**src/rtl/elevator_call_scheduler_if.sv**
```systemverilog
// Button, position, motion-handshake and indicator signals of the call scheduler.
// Pure wiring; adds no latency.
// The car acknowledges move_req with a one-cycle step_done; nothing else backpressures.
interface elevator_call_scheduler_if #(
    parameter int NFLOORS = 8,
    parameter int FW      = 3
);
    // slow timebase and operator inputs
    logic               tick;
    logic [NFLOORS-1:0] hall_up;
    logic [NFLOORS-1:0] hall_dn;
    logic [NFLOORS-1:0] cab;
    logic               door_open_btn;
    logic               door_close_btn;

    // car position and step handshake
    logic [FW-1:0]      cur_floor;
    logic               step_done;
    logic               move_req;
    logic               direct;

    // door command and indicators
    logic               door_open;
    logic [NFLOORS-1:0] up_lamp;
    logic [NFLOORS-1:0] dn_lamp;
    logic [NFLOORS-1:0] cab_lamp;
    logic               busy;

    // environment side: buttons and car datapath
    modport master (
        output tick, hall_up, hall_dn, cab, door_open_btn, door_close_btn,
        output cur_floor, step_done,
        input  move_req, direct, door_open, up_lamp, dn_lamp, cab_lamp, busy
    );

    // scheduler side
    modport slave (
        input  tick, hall_up, hall_dn, cab, door_open_btn, door_close_btn,
        input  cur_floor, step_done,
        output move_req, direct, door_open, up_lamp, dn_lamp, cab_lamp, busy
    );
endinterface

```
**src/rtl/elevator_call_scheduler.sv**
```systemverilog
// Single-car LOOK call scheduler: latches hall/cab calls, sequences one-floor steps, times door dwell.
// Press elsewhere in IDLE -> move_req after 2 cycles; step_done -> door_open after 2 cycles.
// move_req holds (direction frozen) until the car returns step_done; dwell may be extended/cut by buttons.
module elevator_call_scheduler #(
    parameter int NFLOORS     = 8,
    parameter int FW          = 3,
    parameter int DWELL_TICKS = 24
) (
    input  logic                      clk,
    input  logic                      rst,
    elevator_call_scheduler_if.slave  bus
);

    localparam int CW = $clog2(DWELL_TICKS + 1);

    localparam logic [2:0] S_IDLE   = 3'd0;
    localparam logic [2:0] S_DECIDE = 3'd1;
    localparam logic [2:0] S_MOVE   = 3'd2;
    localparam logic [2:0] S_CHECK  = 3'd3;
    localparam logic [2:0] S_DOOR   = 3'd4;

    // top floor has no up button, bottom floor has no down button
    localparam logic [NFLOORS-1:0] VALID_UP = {1'b0, {(NFLOORS-1){1'b1}}};
    localparam logic [NFLOORS-1:0] VALID_DN = {{(NFLOORS-1){1'b1}}, 1'b0};

    logic [2:0]         state, state_n;
    logic [NFLOORS-1:0] up_q, dn_q, cab_q;
    logic               dir_q;
    logic [CW-1:0]      cnt_q;

    logic [FW-1:0]      f;
    logic [NFLOORS-1:0] fhot, above, below;
    logic [NFLOORS-1:0] up_in, dn_in, cab_in, keep;
    logic [NFLOORS-1:0] up_m, dn_m, cab_m, all_m;
    logic [NFLOORS-1:0] clr_up, clr_dn, clr_cab;
    logic               absorb, any_above, any_below, ahead, behind, here, other, any_pend;
    logic               dep, hall_same, hall_opp, at_end, stop_here;
    logic               dwell_done, hold;
    logic               enter_door, dir_toggle;

    // out-of-range positions are read as the top floor
    assign f = (int'(bus.cur_floor) >= NFLOORS) ? FW'(NFLOORS - 1) : bus.cur_floor;

    // floor-relative masks: the current floor, and every floor above/below it
    always_comb begin
        fhot  = '0;
        above = '0;
        below = '0;
        for (int i = 0; i < NFLOORS; i++) begin
            fhot[i]  = (i == int'(f));
            above[i] = (i >  int'(f));
            below[i] = (i <  int'(f));
        end
    end

    // Merge this cycle's presses with the pending registers so every decision
    // sees a press in the cycle it arrives. At the open door a press at the
    // car's own floor is served by the open door instead of being latched.
    assign up_in  = bus.hall_up & VALID_UP;
    assign dn_in  = bus.hall_dn & VALID_DN;
    assign cab_in = bus.cab;
    assign absorb = (state == S_DOOR) && (|((up_in | dn_in | cab_in) & fhot));
    assign keep   = absorb ? ~fhot : '1;

    assign up_m  = up_q  | (up_in  & keep);
    assign dn_m  = dn_q  | (dn_in  & keep);
    assign cab_m = cab_q | (cab_in & keep);
    assign all_m = up_m | dn_m | cab_m;

    // LOOK terms relative to the current travel direction
    assign any_above = |(all_m & above);
    assign any_below = |(all_m & below);
    assign ahead     = dir_q ? any_below : any_above;
    assign behind    = dir_q ? any_above : any_below;
    assign here      = |(all_m & fhot);
    assign other     = |(all_m & ~fhot);
    assign any_pend  = |all_m;

    // direction the car will leave in after a stop here
    assign dep = ahead ? dir_q : ~dir_q;

    // Calls served by a stop: the cab call, the hall call matching the
    // departure direction, and both hall calls when nothing else is waiting.
    assign clr_cab = fhot;
    assign clr_up  = (!dep || !other) ? fhot : '0;
    assign clr_dn  = ( dep || !other) ? fhot : '0;

    // stop test used after each completed step
    assign hall_same = dir_q ? |(dn_m & fhot) : |(up_m & fhot);
    assign hall_opp  = dir_q ? |(up_m & fhot) : |(dn_m & fhot);
    assign at_end    = (f == '0) || (int'(f) == NFLOORS - 1);
    assign stop_here = (|(cab_m & fhot)) || hall_same || (hall_opp && !ahead) || at_end;

    // door-open button (or a press at this floor) beats both timeout and close button
    assign dwell_done = (cnt_q == CW'(DWELL_TICKS)) || bus.door_close_btn;
    assign hold       = bus.door_open_btn || absorb;

    // next-state selection; every path into DOOR goes through enter_door
    always_comb begin
        state_n    = state;
        enter_door = 1'b0;
        dir_toggle = 1'b0;
        case (state)
            S_IDLE: begin
                if (any_pend) begin
                    if (here && !other) enter_door = 1'b1;
                    else                state_n    = S_DECIDE;
                end
            end
            S_DECIDE: begin
                if (ahead) begin
                    state_n = S_MOVE;
                end else if (behind) begin
                    state_n    = S_MOVE;
                    dir_toggle = 1'b1;
                end else if (here) begin
                    enter_door = 1'b1;
                end else begin
                    state_n = S_IDLE;
                end
            end
            S_MOVE: begin
                if (bus.step_done) state_n = S_CHECK;
            end
            S_CHECK: begin
                if (stop_here) enter_door = 1'b1;
                else           state_n    = S_MOVE;
            end
            S_DOOR: begin
                if (!hold && dwell_done) state_n = any_pend ? S_DECIDE : S_IDLE;
            end
            default: state_n = S_IDLE;
        endcase
        if (enter_door) state_n = S_DOOR;
    end

    // state, pending calls and travel direction
    always_ff @(posedge clk or posedge rst) begin
        if (rst) begin
            state <= S_IDLE;
            up_q  <= '0;
            dn_q  <= '0;
            cab_q <= '0;
            dir_q <= 1'b0;
        end else begin
            state <= state_n;
            if (enter_door) begin
                // a clear at the stop floor wins over a simultaneous press there
                up_q  <= up_m  & ~clr_up;
                dn_q  <= dn_m  & ~clr_dn;
                cab_q <= cab_m & ~clr_cab;
                dir_q <= dep;
            end else begin
                up_q  <= up_m;
                dn_q  <= dn_m;
                cab_q <= cab_m;
                if (dir_toggle) dir_q <= ~dir_q;
            end
        end
    end

    // dwell counter: counts ticks while the door is open, saturating at the limit
    always_ff @(posedge clk or posedge rst) begin
        if (rst) begin
            cnt_q <= '0;
        end else if (state != S_DOOR) begin
            cnt_q <= '0;
        end else if (hold) begin
            cnt_q <= '0;
        end else if (bus.tick && (cnt_q < CW'(DWELL_TICKS))) begin
            cnt_q <= cnt_q + CW'(1);
        end
    end

    // outputs decode straight from state so reset clears them immediately
    assign bus.move_req  = (state == S_MOVE);
    assign bus.door_open = (state == S_DOOR);
    assign bus.busy      = (state != S_IDLE);
    assign bus.direct    = dir_q;
    assign bus.up_lamp   = up_q;
    assign bus.dn_lamp   = dn_q;
    assign bus.cab_lamp  = cab_q;

endmodule

```
**src/flat_wrapper.sv**
```systemverilog
// flat-port wrapper written by rule: the top's interface ports become plain ports
module elevator_call_scheduler_flat 
#(
    parameter int NFLOORS     = 8,
    parameter int FW          = 3,
    parameter int DWELL_TICKS = 24
)
  (clk, rst, bus_tick, bus_hall_up, bus_hall_dn, bus_cab, bus_door_open_btn, bus_door_close_btn, bus_cur_floor, bus_step_done, bus_move_req, bus_direct, bus_door_open, bus_up_lamp, bus_dn_lamp, bus_cab_lamp, bus_busy);
  elevator_call_scheduler_if #(.NFLOORS(NFLOORS), .FW(FW)) bus_i ();
  input  logic clk;
  input  logic rst;
  input wire logic [$bits(bus_i.tick)-1:0] bus_tick;
  input wire logic [$bits(bus_i.hall_up)-1:0] bus_hall_up;
  input wire logic [$bits(bus_i.hall_dn)-1:0] bus_hall_dn;
  input wire logic [$bits(bus_i.cab)-1:0] bus_cab;
  input wire logic [$bits(bus_i.door_open_btn)-1:0] bus_door_open_btn;
  input wire logic [$bits(bus_i.door_close_btn)-1:0] bus_door_close_btn;
  input wire logic [$bits(bus_i.cur_floor)-1:0] bus_cur_floor;
  input wire logic [$bits(bus_i.step_done)-1:0] bus_step_done;
  output wire logic [$bits(bus_i.move_req)-1:0] bus_move_req;
  output wire logic [$bits(bus_i.direct)-1:0] bus_direct;
  output wire logic [$bits(bus_i.door_open)-1:0] bus_door_open;
  output wire logic [$bits(bus_i.up_lamp)-1:0] bus_up_lamp;
  output wire logic [$bits(bus_i.dn_lamp)-1:0] bus_dn_lamp;
  output wire logic [$bits(bus_i.cab_lamp)-1:0] bus_cab_lamp;
  output wire logic [$bits(bus_i.busy)-1:0] bus_busy;
  assign bus_i.tick = bus_tick;
  assign bus_i.hall_up = bus_hall_up;
  assign bus_i.hall_dn = bus_hall_dn;
  assign bus_i.cab = bus_cab;
  assign bus_i.door_open_btn = bus_door_open_btn;
  assign bus_i.door_close_btn = bus_door_close_btn;
  assign bus_i.cur_floor = bus_cur_floor;
  assign bus_i.step_done = bus_step_done;
  assign bus_move_req = bus_i.move_req;
  assign bus_direct = bus_i.direct;
  assign bus_door_open = bus_i.door_open;
  assign bus_up_lamp = bus_i.up_lamp;
  assign bus_dn_lamp = bus_i.dn_lamp;
  assign bus_cab_lamp = bus_i.cab_lamp;
  assign bus_busy = bus_i.busy;
  elevator_call_scheduler #(.NFLOORS(NFLOORS), .FW(FW), .DWELL_TICKS(DWELL_TICKS)) u_core (.clk(clk), .rst(rst), .bus(bus_i));
endmodule
```
**config.mk**
```make
export PLATFORM = sky130hd
export DESIGN_NAME = elevator_call_scheduler_flat
export DESIGN_NICKNAME = d
export VERILOG_FILES = /design/src/rtl/elevator_call_scheduler_if.sv /design/src/rtl/elevator_call_scheduler.sv /design/src/flat_wrapper.sv
export SDC_FILE = /design/constraint.sdc
export NUM_CORES = 1
export LEC_CHECK = 0
export CORE_MARGIN = 5
export CORE_UTILIZATION = 46
export DETAILED_ROUTE_END_ITERATION = 10
export GPL_TIMING_DRIVEN = 0
export PLACE_DENSITY = 0.78
export REMOVE_ABC_BUFFERS = 1
export SYNTH_ARGS = -nofsm -noshare
export SYNTH_HDL_FRONTEND = slang
export SYNTH_SLANG_ARGS = --single-unit
```
**constraint.sdc**
```tcl
create_clock -name clk -period 3 [get_ports clk]
set_input_delay 0.3 -clock clk [delete_from_list [all_inputs] [get_ports clk]]
set_output_delay 0.3 -clock clk [all_outputs]
set_load 0.05 [all_outputs]
```
==> flow_summary.ini <==
[clocking]
cts.sinks = 33
cts_root_buf = clkbuf_8
clkTransAtPathRegs_ns = 0.08
cts-htree-levels = 2
cts_tree = yes
numCtsBuffers = 5
cts_buffer_depth = 2
ctsHoldBuffers = 0
clk_latency_ns = 0.30

[setup_path]
cp_num_buf_inv = 2
required_ns = 3.14
path_cells = clkdlybuf4s50_1, or3_4, a22o_1, nor4_4, buf_4, nor2_4, o21ai_2, a221oi_2, or4b_4, nand3_4, a21oi_1
crit_path_end_kind = flop
path_class = primary input to flop
path_depth = 11
worst_setup_path_start_kind = primary input
cp_top_family = simple AND/OR/NAND/NOR gates
slowest_delay_ns = 0.67
crit_path_max_fanout = 13
arrival_ns = 3.07
slowest_stage = or4b_4
reg2reg_depth = 8

[logic_synthesis]
synth_top_family_by_area = compound AO/OA/AOI/OAI gates
synth_edf_count = 0
yosysTopAreaCell = dfrtp_1
synth_compound_area_frac = 0.325
synth_area_um2 = 2590
synth_mux_area_frac = 0.0270
yosysMostFrequentCell = a21oi_1
synth_top_cell_area_share = 0.318
ys_seq_elements = 33
yosys.area_share.simple = 0.259
synthTopCellsByCount = 46 x a21oi_1, 33 x dfrtp_1, 28 x nand2_1
synth.area.top_cells = dfrtp_1 32%, a21oi_1 8.9%, nand2_1 4.1%
yosysSeqAreaShare = 0.318
syn_inst = 325
synth-xor-area-share = 0.00675
synth_fa_ha_area_frac = 0.00965
yosys_warnings = 0
synth_top_flop_cell = dfrtp_1
async_flop_share = 1.00
avgSynthCellArea_um2 = 7.98
ys_types = 67

[detailed_routing]
wl_per_cell_um = 22.2
detail_route.first_pass.iterations = 5
vias = 3181
ant_nets = 0
vias_per_cell = 6.86
drt-total-wl_mm = 10.3
drt_iter0_drc = 479
drc = 0

[floorplanning]
fp-row-count = 27
core_um2 = 5510
dieArea_um2 = 7240
design.portCount = 61
die_h_um = 85.1
start_util = 0.471
die_x_um = 85.1

[placement]
portBuffers = 58
place_ws_ns = -2.43
hpwlAfterDp_mm = 6.75
gp_congestion = 0.957

[global_route]
grt_pass1_wl_mm = 16.0
gr-usage-all-layers = 0.281
antenna_found_initial = 0
grt_pass1_vias = 2936
grt_max_degree = 38
grt-ovfl-total = 0

[run_status]
status = complete, no violations

[worst_hold_path]
worstHoldPathType = primary input to flop
hold_depth = 3

[sta]
hold_viol = 0
max_freq_mhz = 341
fin_hold_ws_ns = 0.361
period_share = 0.976
worstMarginPinSlew_ns = 0.960
fin_skew_ns = 0.00530
slew_headroom = 0.358
drv_slew = 0
worst_slack_ns = 0.0715
setup_viol = 0
fin_crit_ns = 2.93

[final_layout]
diodes = 0
syn_to_final_growth_pct = 41.8
fillers = 462
drive_above_1_share = 0.194
fin_nets = 426

[job]
cap_viol_max_count = 0

[pwr]
vdd_ir_drop_max_uv = 323
pwr_density_cell_nw_per_um2 = 564
cellLeakagePower_nw = 1.43
[flip-flops by register name, summed over array words and instances (netlist names)]
| register | flops |
|---|---|
| u_core.bus.cab_lamp | 8 |
| u_core.bus.dn_lamp | 8 |
| u_core.bus.up_lamp | 8 |
| u_core.cnt_q | 5 |
| u_core.state | 3 |
| u_core.bus.direct | 1 |
[stage by stage]
step	cell area [um2]	util	cells	total power [W]	setup TNS, ns
after floorplan	2490	-	304	0.00112	-1.71
after global placement	3160	0.574	434	0.00144	-74.99
after detailed placement	3160	0.574	434	0.00145	-72.31
after CTS	3530	0.641	453	0.00203	0
after global routing	3680	0.668	464	0.00216	-0.00742
final	3680	0.668	464	0.00207	0
[cells in the final DEF (no fill, tap or decap), types with 8 or more instances in the layout]
| master | netlist | layout |
|---|---|---|
| a21oi_1 | 46 | 46 |
| clkdlybuf4s50_1 | 0 | 38 |
| dfrtp_1 | 33 | 28 |
| nand2_1 | 28 | 25 |
| buf_4 | 0 | 21 |
| nor2_1 | 21 | 19 |
| a31oi_1 | 15 | 15 |
| o21ai_0 | 15 | 12 |
| nand3_1 | 11 | 10 |
| dlygate4sd2_1 | 0 | 9 |
| inv_1 | 9 | 8 |
[report_power, final]
group	internal [W]	switching [W]	total, W	leakage [nW]
Combinational	0.000334	0.000664	0.000998	1.04
Clock	0.000270	0.000185	0.000455	0.0574
Sequential	0.000514	0.000108	0.000622	0.333
[routing by layer]
metal,share of wire,GRT usage,vias to the layer above
li1,-,-,1385
met1,0.39,0.384,1487
met2,0.45,0.414,259
met3,0.12,0.0748,50
met4,0.046,0.129,0
met5,0,0,-
[cell families after synthesis]
logic type / count (synthesis)
xor+xnor: 2
compound gates: 130
simple gates: 120
fa+ha+maj: 2
buf+inv: 31
flops: 33
mux: 7
[worst paths after layout]
| path | start | to | slack [ns] |
|---|---|---|---|
| max | bus_hall_dn[4] | u_core.bus.cab_lamp[0] | 0.07 |
| min | bus_hall_dn[1] | u_core.bus.dn_lamp[1] | 0.36 |
| max reg2reg | u_core.bus.dn_lamp[3] | u_core.bus.cab_lamp[0] | 0.08 |
| min reg2reg | u_core.bus.dn_lamp[0] | u_core.bus.dn_lamp[0] | 0.55 |
| max in group asynchronous | rst | u_core.bus.up_lamp[2] | 2.05 |
| min in group asynchronous | rst | u_core.cnt_q[4] | 0.43 |
[cell type report]
cell class                      instances  area, um2  share of cell area
Timing Repair Buffer                   77        713               0.194
Clock inverter                          2       37.5              0.0102
Tap cell                               72       90.1              0.0245
Sequential cell                        33        832               0.226
Inverter                               10       42.5              0.0116
Clock buffer                            6       82.6              0.0225
Multi-Input combinational cell        264       1880               0.511
[timing repair]
item,CTS,global route
setup endpoints to repair,33,27
cloned,3,0
resized for setup,66,28
pin swaps,12,12
setup buffers,8,11
[worst register-to-register path, stage by stage, from the launching register on]
cell     delay (ns)
dfrtp_2        0.45
nor3_4         0.26
nand2_2        0.11
o32a_1         0.37
or4b_4         0.50
o21ai_4        0.17
or4b_4         0.59
nand3_4        0.22
a21oi_1        0.09
(Power assumes the default switching activity.)
